<file path="config.mk">
export PLATFORM = sky130hd
export DESIGN_NAME = sum_res_driver
export DESIGN_NICKNAME = d
export VERILOG_FILES = /design/src/rtl/sum_res_driver_pkg.sv /design/src/rtl/sum_res_driver_model.sv /design/src/rtl/sum_res_driver.sv
export SDC_FILE = /design/constraint.sdc
export NUM_CORES = 1
export LEC_CHECK = 0
export ABC_CLOCK_PERIOD_IN_PS = 6800
export CORE_ASPECT_RATIO = 1.75
export CORE_MARGIN = 8
export CORE_UTILIZATION = 45
export DETAILED_ROUTE_END_ITERATION = 8
export PLACE_DENSITY = 0.69
export REMOVE_ABC_BUFFERS = 1
export SLEW_MARGIN = 20
export SYNTH_ARGS = -nofsm -noshare
export SYNTH_HDL_FRONTEND = slang
export SYNTH_SLANG_ARGS = --single-unit
</file>
<file path="constraint.sdc">
create_clock -name clk -period 6.8 [get_ports clk]
set_input_delay 1.02 -clock clk [delete_from_list [all_inputs] [get_ports clk]]
set_output_delay 1.02 -clock clk [all_outputs]
set_load 0.05 [all_outputs]
</file>
<file path="src/rtl/sum_res_driver_pkg.sv">
// Shared definitions for the sign-magnitude adder sweep driver: FSM encoding,
// sweep geometry and counter widths.
package sum_res_driver_pkg;

  typedef enum logic [1:0] {
    ST_IDLE  = 2'd0,
    ST_DRIVE = 2'd1,
    ST_CHECK = 2'd2,
    ST_DONE  = 2'd3
  } state_t;

  localparam int NUM_VECTORS = 1024;
  localparam int IDX_W       = 10;
  localparam int MAG_MAX     = 15;
  localparam int CNT_W       = 11;

  localparam logic [IDX_W-1:0] LAST_IDX = IDX_W'(NUM_VECTORS - 1);

  // Counters hold at all-ones rather than wrapping.
  function automatic logic [CNT_W-1:0] sat_inc(input logic [CNT_W-1:0] v);
    return (&v) ? v : v + 1'b1;
  endfunction

endpackage

</file>
<file path="src/rtl/sum_res_driver_model.sv">
// Combinational golden model of a sign-magnitude add: produces the expected
// sign and a 5-bit magnitude so that overflow past 15 stays visible.
module sum_res_model
  import sum_res_driver_pkg::*;
(
  input  logic       SA,
  input  logic [3:0] A,
  input  logic       SB,
  input  logic [3:0] B,
  output logic       exp_sign,
  output logic [4:0] exp_mag
);

  always_comb begin
    exp_sign = SA;
    exp_mag  = 5'd0;
    if (SA == SB) begin
      exp_mag = {1'b0, A} + {1'b0, B};
    end else if (A >= B) begin
      exp_mag = {1'b0, A - B};
    end else begin
      exp_sign = SB;
      exp_mag  = {1'b0, B - A};
    end
  end

endmodule

</file>
<file path="src/rtl/sum_res_driver.sv">
// Exhaustive sweep driver: walks all 1024 signed operand pairs through an
// external sign-magnitude adder and scores its results against sum_res_model.
module sum_res_driver
  import sum_res_driver_pkg::*;
#(
  parameter int SETTLE = 1
) (
  input  logic             clk,
  input  logic             rst_n,
  input  logic             start,
  output logic [3:0]       A,
  output logic             SA,
  output logic [3:0]       B,
  output logic             SB,
  input  logic [3:0]       C,
  input  logic             SC,
  output logic             busy,
  output logic             done,
  output logic             pass,
  output logic [CNT_W-1:0] err_count,
  output logic [CNT_W-1:0] skip_count,
  output logic             fail_valid,
  output logic [IDX_W-1:0] fail_idx
);

  localparam logic [3:0] SETTLE_LAST = 4'(SETTLE - 1);

  state_t           state;
  logic [IDX_W-1:0] idx;
  logic [3:0]       settle_cnt;

  logic             exp_sign;
  logic [4:0]       exp_mag;
  logic             skip;
  logic             mismatch;

  sum_res_model u_model (
    .SA       (SA),
    .A        (A),
    .SB       (SB),
    .B        (B),
    .exp_sign (exp_sign),
    .exp_mag  (exp_mag)
  );

  // A zero result may legally come back as negative zero, so only the
  // magnitude is scored in that case.
  always_comb begin
    skip     = (exp_mag > 5'(MAG_MAX));
    mismatch = 1'b0;
    if (!skip) begin
      if (exp_mag == 5'd0) begin
        mismatch = (C != 4'd0);
      end else begin
        mismatch = ({SC, C} != {exp_sign, exp_mag[3:0]});
      end
    end
  end

  always_ff @(posedge clk) begin
    if (!rst_n) begin
      state      <= ST_IDLE;
      idx        <= '0;
      settle_cnt <= '0;
      A          <= '0;
      SA         <= 1'b0;
      B          <= '0;
      SB         <= 1'b0;
      busy       <= 1'b0;
      done       <= 1'b0;
      pass       <= 1'b0;
      err_count  <= '0;
      skip_count <= '0;
      fail_valid <= 1'b0;
      fail_idx   <= '0;
    end else begin
      case (state)
        ST_IDLE, ST_DONE: begin
          if (start) begin
            state             <= ST_DRIVE;
            idx               <= '0;
            settle_cnt        <= '0;
            {SA, A, SB, B}    <= '0;
            busy              <= 1'b1;
            done              <= 1'b0;
            pass              <= 1'b0;
            err_count         <= '0;
            skip_count        <= '0;
            fail_valid        <= 1'b0;
            fail_idx          <= '0;
          end
        end

        ST_DRIVE: begin
          if (settle_cnt == SETTLE_LAST) begin
            state      <= ST_CHECK;
            settle_cnt <= '0;
          end else begin
            settle_cnt <= settle_cnt + 1'b1;
          end
        end

        ST_CHECK: begin
          if (skip) begin
            skip_count <= sat_inc(skip_count);
          end else if (mismatch) begin
            err_count <= sat_inc(err_count);
            if (!fail_valid) begin
              fail_valid <= 1'b1;
              fail_idx   <= idx;
            end
          end
          // Operands advance together with idx so they stay put for the
          // whole DRIVE/CHECK window of each vector.
          if (idx == LAST_IDX) begin
            state <= ST_DONE;
            busy  <= 1'b0;
            done  <= 1'b1;
            pass  <= (err_count == '0) && !mismatch;
          end else begin
            idx            <= idx + 1'b1;
            {SA, A, SB, B} <= idx + 1'b1;
            state          <= ST_DRIVE;
          end
        end

        default: state <= ST_IDLE;
      endcase
    end
  end

endmodule

</file>
==> reports/results.ini <==
[run_status]
outcome=completed

[synthesis]
synth_top_family_by_area=simple AND/OR/NAND/NOR gates
synth-simple-area-share_pct=27.6
yosysWarnings=0
synth_ff_type=dfxtp_1
synth_edf_count=0
syn_area_um2=3280
synth_top_area_share_pct=31.7
synthAdderAreaFrac_pct=9.46
synth_compound_area_share_pct=18.7
async_flop_share_pct=0
muxShareOfSynthArea_pct=1.53
syn_inst=393
yosys_register_bits=52
synth_area_leaders=dfxtp_1 (32%), ha_1 (7.6%), nor2_1 (4.5%), nand2_1 (4.2%), xnor2_1 (3.2%)
ys_seq_area_share_pct=31.7
synth-xor-area-share_pct=5.57
synth_top_area_cell=dfxtp_1
syn_avg_cell_area_um2=8.35
synth_cell_types=66

[clock_tree]
postCtsSetupBuffers=0
cts.clk_slew.worst_paths_ns=0.07
htree_levels=2
cts_tree=yes
cts.sink_count=52
root_buffer=clkbuf_16
clock_latency_ns=0.29
cts_buffers=5
cts_hold_buf=0
cts-resized-gates=0
clockBufferDepth=2

[pwr]
p_per_area_nw_per_um2=167
power.switching_uw=187
ir_drop_mv=0.177
p_leak_uw=0.00141
total_power_uw=667
internal_power_uw=480
p_clk_share_pct=37.9
swShare_pct=28.0
comb_power_share_pct=14.7
sequentialPowerShare_pct=47.4

[timing]
slew_violations=0
max-slew-margin-rel_pct=36.6
finalHoldViolations=0
fmax_mhz=263
final.min_clock_period_ns=3.80
setup-violations-final=0
tightest_slew_ns=0.944
clock_skew_ns=0.00825
finalCritPeriodShare_pct=55.8
final.setup.tns_ns=0
rsz0062_at_grt=false

[drt]
wire_per_inst_um=16.7
drtIter0Drc=169
dr.pass1.iters=4
postRouteAntennaNets=0
routed_wl_mm=8.75
vias_per_cell=5.77
route.detailed.drc=0
via_count=3022

[setup_path]
slowest_stage=nor4_2
reg2reg_slack_ns=3.00
worstPathCellList=inv_1, fa_1, a21o_1, a2111o_1, o311a_1, xnor2_1, xnor2_1, o21ai_4, nor4_2, a22o_1
crit_fanout=19
crit_path_frequent_cell=xnor2_1
arrival_ns=4.03
worstPathRequired_ns=7.03
path_buf_inv=1
worst-setup-path-type=reg -> reg
critPathTopFamily=compound AO/OA/AOI/OAI gates
critPathMaxStageDelay_ns=0.75
critPathCaptureType=flip-flop
cp-start-kind=flip-flop

[die]
io-pin-count=54
die_area_um2=10400
core_area_um2=7130
rows=41
die_w_um=80.5
start_util_pct=46.0
die_h_um=129

[grt]
grt_start_max_net_pins=24
grt_pass1_wl_mm=14.0
gr-total-overflow=0
grt_pass1_vias=2878
track_usage_pct=16.9
antenna_found_initial=0

[cells_and_area]
final_nets=468
final_area_um2=3990
area_growth_pct=21.6
fillers=668
final_common_cell=clkdlybuf4s50_1
seqCellArea_um2=1040
drive_gt1_share_pct=5.02
n_antenna_cell=0
final_cell_mix=clkdlybuf4s50_1 (53), dfxtp_1 (52), nor2_1 (39), nand2_1 (37), inv_1 (23)
multiInputGateArea_um2=2060

[min_path]
hold_path.class=reg -> reg

[placed_design]
port_buffers=53
gp_routability_congestion=0.882
placed_cell_area_um2=3840
dp_hpwl_mm=6.66

[job]
cap_violations=0

-- tightest hold or removal path: stages (launching register included) --
cell and delay [ns]:
dfxtp_1 0.31, nand2_1 0.05, a21oi_1 0.05
-- power groups by stage --
stage | clock network, uW | registers (uW) | logic (uW)
floorplan | 0 | 335 | 51.5
global placement | 0 | 323 | 96.3
detailed placement | 0 | 323 | 97.5
CTS | 263 | 316 | 98.2
global route | 276 | 317 | 106
finish | 253 | 316 | 98.0
-- state kept, by name, summed over array words and instances, names as in the netlist --
register / flops
idx: 3
done: 1
fail_valid: 1
fail_idx: 10
state: 2
err_count: 11
settle_cnt: 4
SA: 1
B: 3
skip_count: 11
pass: 1
A: 3
busy: 1
-- kinds of logic after synthesis --
group,after synthesis
mux,5
buf+inv,41
flops,52
xor+xnor,20
simple gates,171
fa+ha+maj,23
compound gates,81
-- final cells by class --
cell class,instances,share of cell area [%]
clock buffer,5,3.14
clock inverter,3,0.564
inverter,23,2.16
multi-input combinational,300,51.7
sequential,52,26.1
tap,86,2.70
timing repair buffer,55,13.7
-- cell usage after synthesis (2+ instances only) --
library cell	instances
buf_4	3
inv_1	23
o2111ai_1	2
nand2b_1	2
nand4b_1	3
o31ai_1	2
o21ai_1	3
o311a_1	3
fa_1	3
nor2_1	39
xnor2_1	12
a21o_1	3
o211ai_1	5
a211oi_1	2
nor2b_1	8
and3_1	10
dfxtp_1	52
nor3b_1	3
nor4b_1	3
a22o_1	10
and4_1	3
buf_2	4
nand3b_1	5
nor4_1	8
a2111o_1	2
or4_1	4
ha_1	20
o21ai_0	8
or2_2	2
nor3_1	10
o21a_1	3
a21oi_1	19
nand2_1	37
mux2i_1	5
or3_1	4
xor2_1	7
a2111oi_0	2
clkbuf_1	9
a41oi_1	2
nand4_1	8
nand3_1	15
-- metrics by stage --
step           util (%)  hold WS, ns  setup slack (ns)  std cells
5_1_grt            56.0        0.484              2.77        524
3_3_place_gp       53.9        0.449              3.10        516
6_report           56.0        0.459              3.00        524
4_1_cts            56.0        0.465              2.99        524
3_5_place_dp       53.9        0.453              2.98        516
2_1_floorplan         -        0.458              3.11        375
-- routing by layer --
layer	track usage [%]	vias up	wire, um
met5	0	-	0
met4	6.90	0	199
met1	18.4	1432	3540
met2	30.2	60	4660
met3	3.49	13	358
li1	-	1517	-
-- final timing paths --
| kind | from | to | depth (start not counted) |
|---|---|---|---|
| setup / recovery | B[1] | fail_idx[1] | 10 |
| hold / removal | pass | pass | 2 |
| setup reg to reg | B[1] | fail_idx[1] | 10 |
| hold reg to reg | pass | pass | 2 |
(Power assumes the default switching activity.)
